### config.mk
export PLATFORM = sky130hd
export DESIGN_NAME = hazard_ctrl
export DESIGN_NICKNAME = d
export VERILOG_FILES = /design/src/rtl/hazard_ctrl.sv
export SDC_FILE = /design/constraint.sdc
export NUM_CORES = 1
export LEC_CHECK = 0
export CAP_MARGIN = 20
export CORE_UTILIZATION = 24
export DETAILED_ROUTE_END_ITERATION = 10
export PLACE_DENSITY = 0.72
export SYNTH_ARGS = -nofsm -noshare
export SYNTH_HDL_FRONTEND = slang
export SYNTH_SLANG_ARGS = --single-unit
### constraint.sdc
create_clock -name clk -period 1.67 [get_ports clk]
set_input_delay 0.334 -clock clk [delete_from_list [all_inputs] [get_ports clk]]
set_output_delay 0.334 -clock clk [all_outputs]
set_load 0.03 [all_outputs]
### src/rtl/hazard_ctrl.sv
// hazard_ctrl: pipeline hazard/stall controller.
// Drives the stall and flush controls of the IF/ID, ID/EX and EX/MEM
// registers, sequences branch flushes and data-memory waits, and selects
// operand forwarding sources.
// Optional feature macro: HAZARD_FWD_EN. When it is defined, EX/MEM and
// MEM/WB forwarding is enabled and only load-use conflicts stall. When it
// is undefined, every EX or MEM producer conflict stalls and the forwarding
// selects stay 0.
// Handshake note: the controller has no valid/ready interface. Every
// output is a level that applies to the current cycle only, is computed
// from the registered state and the current inputs, and is held low while
// rst_n is low.
module hazard_ctrl #(
    parameter int FLUSH_CYCLES = 1,
    parameter int REG_ADDR_W   = 5
) (
    input  logic                  clk,
    input  logic                  rst_n,
    input  logic [REG_ADDR_W-1:0] id_rs1_i,
    input  logic [REG_ADDR_W-1:0] id_rs2_i,
    input  logic                  id_rs1_used_i,
    input  logic                  id_rs2_used_i,
    input  logic [REG_ADDR_W-1:0] ex_rd_i,
    input  logic                  ex_write_en_i,
    input  logic                  ex_load_i,
    input  logic [REG_ADDR_W-1:0] mem_rd_i,
    input  logic                  mem_write_en_i,
    input  logic                  branch_taken_i,
    input  logic                  mem_busy_i,
    output logic                  stall_if_o,
    output logic                  stall_id_o,
    output logic                  stall_ex_o,
    output logic                  flush_id_o,
    output logic                  flush_ex_o,
    output logic [1:0]            fwd_a_sel_o,
    output logic [1:0]            fwd_b_sel_o,
    output logic [1:0]            dbg_state
);

    typedef enum logic [1:0] {
        RUN      = 2'd0,
        MEM_WAIT = 2'd1,
        FLUSH    = 2'd2
    } state_t;

    // Value loaded into the counter when a taken branch is seen; the
    // branch cycle itself is the first flushed cycle.
    localparam logic [2:0] CNT_LOAD = 3'(FLUSH_CYCLES - 1);

    state_t     state_q, state_d;
    logic [2:0] cnt_q, cnt_d;

    logic       ex_a, ex_b, mem_a, mem_b;
    logic       data_hazard;
    logic [1:0] fwd_a, fwd_b;
    logic       s_if, s_id, s_ex, f_id, f_ex;

    // A register index of 0 is hardwired to zero and never creates a hazard.
    function automatic logic src_match(input logic used, input logic we,
                                       input logic [REG_ADDR_W-1:0] rd,
                                       input logic [REG_ADDR_W-1:0] src);
        return used && we && (rd != '0) && (rd == src);
    endfunction

    // Source/destination comparisons, hazard detection and forwarding select.
    always_comb begin
        ex_a  = src_match(id_rs1_used_i, ex_write_en_i, ex_rd_i, id_rs1_i);
        ex_b  = src_match(id_rs2_used_i, ex_write_en_i, ex_rd_i, id_rs2_i);
        mem_a = src_match(id_rs1_used_i, mem_write_en_i, mem_rd_i, id_rs1_i);
        mem_b = src_match(id_rs2_used_i, mem_write_en_i, mem_rd_i, id_rs2_i);
`ifdef HAZARD_FWD_EN
        // Only a load in EX cannot be forwarded in time; EX wins over MEM.
        data_hazard = ex_load_i && (ex_a || ex_b);
        fwd_a = ex_a ? 2'd1 : (mem_a ? 2'd2 : 2'd0);
        fwd_b = ex_b ? 2'd1 : (mem_b ? 2'd2 : 2'd0);
`else
        // Without forwarding the consumer waits until the producer has
        // written back: two bubbles from EX, one from MEM.
        data_hazard = ex_a || ex_b || mem_a || mem_b;
        fwd_a = 2'd0;
        fwd_b = 2'd0;
`endif
    end

    // State and flush counter registers.
    always_ff @(posedge clk or negedge rst_n) begin
        if (!rst_n) begin
            state_q <= RUN;
            cnt_q   <= 3'd0;
        end else begin
            state_q <= state_d;
            cnt_q   <= cnt_d;
        end
    end

    // Next-state and control outputs; priority is mem_busy, then branch,
    // then data hazard. MEM_WAIT with memory ready behaves exactly as RUN so
    // a branch held in the stalled EX stage is serviced on that cycle.
    always_comb begin
        state_d = state_q;
        cnt_d   = cnt_q;
        s_if    = 1'b0;
        s_id    = 1'b0;
        s_ex    = 1'b0;
        f_id    = 1'b0;
        f_ex    = 1'b0;
        case (state_q)
            FLUSH: begin
                if (mem_busy_i) begin
                    // Memory wait takes over; the remaining flush is dropped.
                    s_if    = 1'b1;
                    s_id    = 1'b1;
                    s_ex    = 1'b1;
                    state_d = MEM_WAIT;
                    cnt_d   = 3'd0;
                end else if (branch_taken_i) begin
                    f_id    = 1'b1;
                    f_ex    = 1'b1;
                    cnt_d   = CNT_LOAD;
                    state_d = (CNT_LOAD == 3'd0) ? RUN : FLUSH;
                end else begin
                    f_id  = 1'b1;
                    f_ex  = 1'b1;
                    cnt_d = cnt_q - 3'd1;
                    if (cnt_q <= 3'd1) begin
                        state_d = RUN;
                        cnt_d   = 3'd0;
                    end
                end
            end
            default: begin
                if (mem_busy_i) begin
                    s_if    = 1'b1;
                    s_id    = 1'b1;
                    s_ex    = 1'b1;
                    state_d = MEM_WAIT;
                end else if (branch_taken_i) begin
                    f_id    = 1'b1;
                    f_ex    = 1'b1;
                    cnt_d   = CNT_LOAD;
                    state_d = (CNT_LOAD == 3'd0) ? RUN : FLUSH;
                end else if (data_hazard) begin
                    // Hold IF and ID, push a bubble into EX, let EX drain.
                    s_if    = 1'b1;
                    s_id    = 1'b1;
                    f_ex    = 1'b1;
                    state_d = RUN;
                end else begin
                    state_d = RUN;
                end
            end
        endcase
    end

    // All controls are forced inactive while reset is asserted.
    always_comb begin
        stall_if_o  = rst_n & s_if;
        stall_id_o  = rst_n & s_id;
        stall_ex_o  = rst_n & s_ex;
        flush_id_o  = rst_n & f_id;
        flush_ex_o  = rst_n & f_ex;
        fwd_a_sel_o = rst_n ? fwd_a : 2'd0;
        fwd_b_sel_o = rst_n ? fwd_b : 2'd0;
        dbg_state   = state_q;
    end

endmodule

==> metrics.txt, run 1 <==
Worst Setup End Kind primary output; # fillers 134; setup repair after global routing missed its margin true; die height 41.5 microns; critical path depth in cells 6; Ports 40; clk slew on worst S/H paths 0 ns; area of the multi-input gates 318 sq um; leak pwr 0.349 nW; Yosys Warn Count 0; Area growth, synth to finish 93.3%; Die Wd 41.5 microns; minimum clock period 1.94 ns; Final Hold Fails 0; Post-Syn Area 374 sq um; CP max stage delay 0.41 ns; DR vias/cell 4.54; fin crit share 116%; startpoint types primary input; Total GRT Usage 13.7%; commonest non-fill, non-tap cells in the layout xor2_1 (16), buf_2 (9), buf_6 (9); Required @ worst endpoint 1.34 ns; Port Buffer Count 33; Placed Area 741 sq um; Final HPWL DP 974 microns; register area 25.0 sq um; sequential-to-total area share from yosys stat 6.69%; vias in the first global route 494; Yosys cell types 15; Site Rows 13; Detailed Route WL 1.13 mm; ratio of cells with drive above 1 in the final layout 38.4%; setup violators final 3; power density over cell area 297 nW/um^2; # DRC 0; core area 1380 sq um; CP cell instances clkdlybuf4s15_2, or4_1, o21ai_1, o22ai_1, o211a_2, buf_6; min-delay worst type in2async; initial antenna violation count 0; syn avg cell area 7.96 sq um; CP startpoint mem_rd_i[3]; commonest non-fill, non-tap cell in the layout xor2_1; CP bufs+invs 2; Critical Path AT 1.61 ns; routability-driven placement congestion ratio 0.846; fin area 723 sq um; Final WS setup -0.270 ns; total power 215 uW; Die ar. 1720 sq um; crit-path max FO 3; Final ANT Viol Nets 0; global-route wire length before repair 1.99 mm; status finished with violations; post-synthesis cell count 47; Nets 117; Pins Over Slew Limit 0; Critical Path Sink flush_ex_o; failing checks setup timing; delay-heaviest family, CP compound AO/OA/AOI/OAI gates; MaxCap Viol Count 0; critical path's slowest cell or4_1; Starting Density 27.1%; grt ovf 0; CTS Hold Bufs 0; worst vdd ir 0.110 mV; pin count of the biggest net entering global routing 6; Routed WL per cell 11.2 microns; number of vias in the routed layout 459; WS Path Type in2out; number of diodes 0; Initial DRT Pass Iterations 4; 1st-iter DRT viols 9; Max Freq 0.516 GHz; max FFs per register 1; synthesized flop and latch total 1
==> per-stage QoR <==
stage	utilization, %	setup WS [ns]	hold WS [ns]	std cells	TNS (ns)
after floorplan	-	-0.163	0.0384	51	-0.192
after global placement	53.6	-0.659	0.531	101	-1.93
after detailed placement	53.6	-0.691	0.538	101	-2.07
after CTS	53.2	-0.302	0.538	101	-0.889
after global routing	52.3	-0.369	0.163	101	-1.08
final	52.3	-0.270	0.154	101	-0.779
==> cells by family after synthesis <==
family	share of synthesized area, %
AO/OA/AOI/OAI	14.0
other	1.00
AND/OR/NAND/NOR	17.4
XOR/XNOR	46.8
buffers and inverters	14.0
flip-flops	6.69
==> synth_stat cells <==
cell	n	area share [%]
a31o_1	1	2.3
conb_1	1	1.0
o22ai_1	1	1.7
nor4_1	4	6.7
or4_1	2	4.0
a32oi_1	2	4.7
inv_1	2	2.0
o21ai_1	2	2.7
xnor2_1	4	9.4
and3_1	1	1.7
buf_4	6	12
and2_1	3	5.0
xor2_1	16	37
dfrtp_1	1	6.7
o211a_1	1	2.7
==> area by class of cell <==
| class | instances | share of cell area (%) |
|---|---|---|
| repair buffers | 41 | 49.0 |
| multi-input cells | 42 | 43.9 |
| flip-flops and latches | 1 | 3.46 |
| well taps | 15 | 2.60 |
| inverters | 2 | 1.04 |
==> what timing repair did <==
item / 4_1_cts / 5_1_grt
resized for setup: 79 / 7
pin swaps: 14 / 10
setup buffers: 0 / 0
endpoints found under the setup margin: 3 / 4
==> worst min-delay path by stage <==
| stage | depth (start not counted) | to | startpoint |
|---|---|---|---|
| after detailed placement | 1 | dbg_state[0]$_DFF_PN0_ | rst_n |
| after global placement | 1 | dbg_state[0]$_DFF_PN0_ | rst_n |
| after global routing | 1 | dbg_state[0]$_DFF_PN0_ | rst_n |
| after CTS | 1 | dbg_state[0]$_DFF_PN0_ | rst_n |
| final | 1 | dbg_state[0]$_DFF_PN0_ | rst_n |
| after floorplan | 0 | dbg_state[0]$_DFF_PN0_ | rst_n |
==> power breakdown <==
group | switching, mW | internal, mW
registers | 0.000257 | 0.0259
logic | 0.0895 | 0.0990
clock network | 0 | 0
==> metal layers <==
| layer | global-route usage (%) | vias to the layer above | share of wire (%) |
|---|---|---|---|
| li1 | - | 233 | - |
| met1 | 17.4 | 205 | 42 |
| met2 | 26.3 | 21 | 51 |
| met3 | 0.870 | 0 | 7.3 |
| met4 | 0 | 0 | 0 |
| met5 | 0 | - | 0 |
Note: power is estimated with default switching activity, not from simulation.
==> run 2, diff against run 1 <==
--- a/config.mk
+++ b/config.mk
@@ -5,7 +5,7 @@
 export SDC_FILE = /design/constraint.sdc
 export NUM_CORES = 1
 export LEC_CHECK = 0
-export CAP_MARGIN = 20
+export CAP_MARGIN = 15
 export CORE_UTILIZATION = 24
 export DETAILED_ROUTE_END_ITERATION = 10
 export PLACE_DENSITY = 0.72
==> results of run 2 <==
Same layout as run 1: the final DEF is identical, and so are final timing and power.
==> run 3, diff against run 2 <==
--- a/config.mk
+++ b/config.mk
@@ -6,9 +6,9 @@
 export NUM_CORES = 1
 export LEC_CHECK = 0
 export CAP_MARGIN = 15
-export CORE_UTILIZATION = 24
+export CORE_UTILIZATION = 27
 export DETAILED_ROUTE_END_ITERATION = 10
-export PLACE_DENSITY = 0.72
+export PLACE_DENSITY = 0.76
 export SYNTH_ARGS = -nofsm -noshare
 export SYNTH_HDL_FRONTEND = slang
 export SYNTH_SLANG_ARGS = --single-unit
==> constraint.sdc (replaced) <==
create_clock -name clk -period 1.93 [get_ports clk]
set_input_delay 0.386 -clock clk [delete_from_list [all_inputs] [get_ports clk]]
set_output_delay 0.386 -clock clk [all_outputs]
set_load 0.03 [all_outputs]
==> run 3 against run 2 <==
  * The run still ends with setup timing left
  * Total power is 11% lower
  * Utilization is 4.5 points higher
  * Setup slack better by 0.13 ns
  * Sequential share of layout area is 0.076 points lower
  * Via count is 1.3% lower
  * Global-route usage is 1.1 points higher
  * Cell count is 0.99% lower
  * Die area is 11% lower
  * Sequential power is 13% lower
  * Critical endpoint is now stall_if_o
  * Largest power group unchanged
  * Highest routed layer unchanged
==> metrics.txt, run 3 (synthesized netlist as in run 1, its figures left out) <==
number of vias in the routed layout 453; Area growth, synth to finish 97.7%; Clock Power Share 0%; Die Wd 39.2 microns; Sw Share 42.3%; min-delay worst type in2async; commonest non-fill, non-tap cells in the layout xor2_1 (15), buf_6 (9), buf_2 (8), clkdlybuf4s50_1 (8), buf_4 (8); Nets 116; Total GRT Usage 14.8%; WS Path Type in2out; Required @ worst endpoint 1.54 ns; startpoint types primary input; Port Buffer Count 33; setup repair bufs after CTS 0; Worst Setup End Kind primary output; hold slack 0.585 ns; failing checks setup timing; # fillers 133; setup violators final 3; initial antenna violation count 0; Starting Density 28.8%; Final HPWL DP 945 microns; worst vdd ir 0.102 mV; vias in the first global route 408; Pins Over Slew Limit 0; switching power 80.6 uW; fin crit share 107%; Seq pwr share 11.9%; core area 1300 sq um; routability-driven placement congestion ratio 0.833; clk slew on worst S/H paths 0 ns; commonest non-fill, non-tap cell in the layout xor2_1; non-filler cells, final 100; setup repair after global routing missed its margin true; leak pwr 0.348 nW; dpl ws -0.526 ns; Final ANT Viol Nets 0; number of diodes 0; die height 39.2 microns; Post-Place Cells 101; ratio of cells with drive above 1 in the final layout 40.0%; global-route wire length before repair 1.63 mm; Max Freq 0.483 GHz; status finished with violations; pin count of the biggest net entering global routing 6; Ports 40; Die ar. 1540 sq um; P_int 110 uW; MaxCap Viol Count 0; crit-path max FO 3; GR Util met2 27.1%; M1 GR Usage 20.3%; # DRC 0; 1st-iter DRT viols 8; Initial DRT Pass Iterations 2; total power 191 uW; DR vias/cell 4.53; minimum clock period 2.07 ns; Top Usage Layer GRT met2; Final Hold Fails 0; grt ovf 0; Routed WL per cell 11.0 microns; power density over cell area 258 nW/um^2; max FFs per register 1; routing usage on met3 0%; Final WS setup -0.140 ns; combinational share of power 88.1%; Critical Path AT 1.68 ns; Detailed Route WL 1.10 mm; Site Rows 13
==> run 3: what timing repair did <==
action | CTS | global route
cloned | 0 | 0
resized for setup | 84 | 4
hold buffers | 0 | 0
pin swaps | 14 | 6
hold endpoints to repair | 0 | 0
endpoints found under the setup margin | 3 | 3
==> run 3: final cells by class <==
type | instances | area [sq um] | share of cell area [%]
Tap cell | 15 | 18.8 | 2.54
Sequential cell | 1 | 25.0 | 3.38
Inverter | 2 | 7.51 | 1.02
Multi-Input combinational cell | 42 | 335 | 45.3
Timing Repair Buffer | 40 | 353 | 47.7
==> run 3: layer usage <==
metal	wire length (microns)	vias up
met5	0	-
met4	0	0
met3	62	0
met2	557	18
met1	484	204
li1	-	231
==> run 3: power by group through the flow <==
stage	Combinational, mW	Sequential [mW]	Clock (mW)
2_1_floorplan	0.0757	0.0249	0
3_3_place_gp	0.167	0.0226	0
3_5_place_dp	0.167	0.0227	0
4_1_cts	0.163	0.0227	0
5_1_grt	0.180	0.0228	0
6_report	0.168	0.0227	0
==> run 3: worst max-delay path by stage <==
stage / from / to / slack, ns
global placement: ex_rd_i[4] / stall_if_o / -0.48
detailed placement: id_rs2_i[1] / stall_id_o / -0.53
CTS: mem_rd_i[0] / stall_if_o / -0.13
floorplan: id_rs2_i[2] / stall_if_o / -0.007
finish: mem_rd_i[0] / stall_if_o / -0.14
global route: mem_rd_i[0] / stall_id_o / -0.28
==> run 3: critical path: stages <==
cell     delay (ns)
buf_8          0.10
buf_6          0.11
xor2_2         0.17
nor4_2         0.28
a32oi_1        0.09
o22ai_1        0.21
a31o_2         0.21
buf_6          0.13
==> run 3: metrics by stage <==
stage / TNS [ns] / cell area (sq um) / util (%)
finish: -0.395 / 739 / 56.8
global route: -0.796 / 739 / 56.8
CTS: -0.347 / 727 / 55.9
detailed placement: -1.54 / 741 / 56.9
global placement: -1.43 / 741 / 56.9
floorplan: -0.00745 / 393 / -
==> RTL edit, RTL diff (settings of run 2) <==
Set the parameter `REG_ADDR_W` to 4 (it was 5).
--- a/src/rtl/hazard_ctrl.sv
+++ b/src/rtl/hazard_ctrl.sv
@@ -12,7 +12,7 @@
 // rst_n is low.
 module hazard_ctrl #(
     parameter int FLUSH_CYCLES = 1,
-    parameter int REG_ADDR_W   = 5
+    parameter int REG_ADDR_W   = 4
 ) (
     input  logic                  clk,
     input  logic                  rst_n,
Interface: changed (resized ex_rd_i, id_rs1_i, id_rs2_i and mem_rd_i); port bits go from 40 to 36. The function was not compared with the original's and may differ.
==> RTL edit against run 2 <==
The run still ends with setup timing left. Synthesized area is 15% lower. Worst hold slack better by 0.54 ns. Sequential cell count stayed put. Power is 8.4% lower. Routed wire length is 10% lower. Final area is 15% lower. Sequential share of layout area is 0.60 points higher. Combinational power is 9.6% lower. First-iteration DRC count is 78% lower. Cell count is 14% lower. Critical path depth is 1 higher. Worst setup slack better by 0.077 ns. Critical path type unchanged.
==> RTL edit: results (changes against run 2) <==
| Metric | Value |
|---|---|
| Final nets | `100 (-15%)` |
| Gpl congestion | `0.794 (-6.1%)` |
| Vias | `378 (-18%)` |
| First-pass GRT wire length | `1480 um (-26%)` |
| Number of port buffers | `29 (-12%)` |
| Reg clk slew, reported paths | `0 ns (unchanged)` |
| Fraction of layout cells with a size suffix above 1 | `39.7% (+1.4 points)` |
| Placement Cell Area | `622 um^2 (-16%)` |
| CP max stage cell | `nor4_2` |
| Arr. time, crit path | `1.53 ns (-0.08 ns)` |
| Area contributors post-synth | `xor2_1 (33%), buf_4 (14%), xnor2_1 (11%), dfrtp_1 (7.8%), o41ai_1 (5.5%)` |
| DR pass1 iterations | `2 (-2)` |
| Initial DRC count | `2 (-7)` |
| Largest net degree at the start of global routing | `5 (-1)` |
| DP HPWL | `802 um (-18%)` |
| Status | `finished, violations left` |
| Vias in the first global route | `334 (-32%)` |
| WHS | `0.696 ns (+0.542 ns)` |
| Yosys cell types | `16 (+1)` |
| Post-synth top cells | `xor2_1 (12), buf_4 (6), xnor2_1 (4)` |
| Failing checks | `setup timing` |
| Final setup fails | `3 (unchanged)` |
| Worst-case vdd ir drop | `0.000147 V (+34%)` |
| Static leakage | `0.303 nW (-13%)` |
| Post-layout worst setup margin | `-0.193 ns (+0.0766 ns)` |
| Slowest stage delay, CP | `0.28 ns (-0.13 ns)` |
| Wirelength per Cell | `11.7 um (+4.4%)` |
| GRT Total Usage | `14.0% (+0.37 points)` |
[RTL edit: path summary, 6_finish.rpt]
path	from	to
setup / recovery	mem_rd_i[0]	stall_id_o
hold / removal	rst_n	dbg_state[0]
max in group asynchronous	rst_n	dbg_state[0]
min in group clk	mem_busy_i	dbg_state[0]
[RTL edit: per-layer routing]
metal / global-route usage [%] / wire length [um] / vias up
li1: - / - / 196
met1: 19.0 / 420 / 163
met2: 26.3 / 536 / 19
met3: 0 / 60 / 0
met4: 0 / 0 / 0
met5: 0 / 0 / -
[RTL edit: worst max-delay path, delay by kind of cell]
kind	cells	cell delay [ns]
buf+inv	2	0.26
xor+xnor	1	0.17
simple gates	1	0.28
compound gates	3	0.49
[RTL edit: cell families after synthesis]
family                    count (synthesis)  share of synthesized area [%]
AOI/OAI and AO/OA                         7                           17.3
xor gates and xnor gates                 16                           43.9
buffers and inverters                     8                           16.5
DFF                                       1                           7.84
other                                     1                           1.18
and+or+nand+nor                           8                           13.3
[RTL edit: cell type report]
cell class	instances	area, um^2
inverters	2	7.51
repair buffers	34	280
fillers	131	556
flip-flops and latches	1	25.0
multi-input cells	36	285
well taps	14	17.5
[RTL edit: repair_timing]
action / CTS / global route
resized for setup: 59 / 14
setup endpoints to repair: 3 / 3
pin swaps: 13 / 11
[RTL edit: power by group]
part | internal, W | switching [W] | total, W
combinational | 0.0000843 | 0.0000861 | 0.000170
clock | 0 | 0 | 0
sequential | 0.0000259 | 0.000000254 | 0.0000261
total | 0.000110 | 0.0000864 | 0.000197
[RTL edit: through the flow]
step / util [%] / setup WS (ns) / std cells
after detailed placement: 53.1 / -0.594 / 87
after global routing: 52.6 / -0.268 / 87
after CTS: 53.5 / -0.236 / 87
after global placement: 53.1 / -0.590 / 87
final: 52.6 / -0.193 / 87
after floorplan: - / -0.0761 / 45
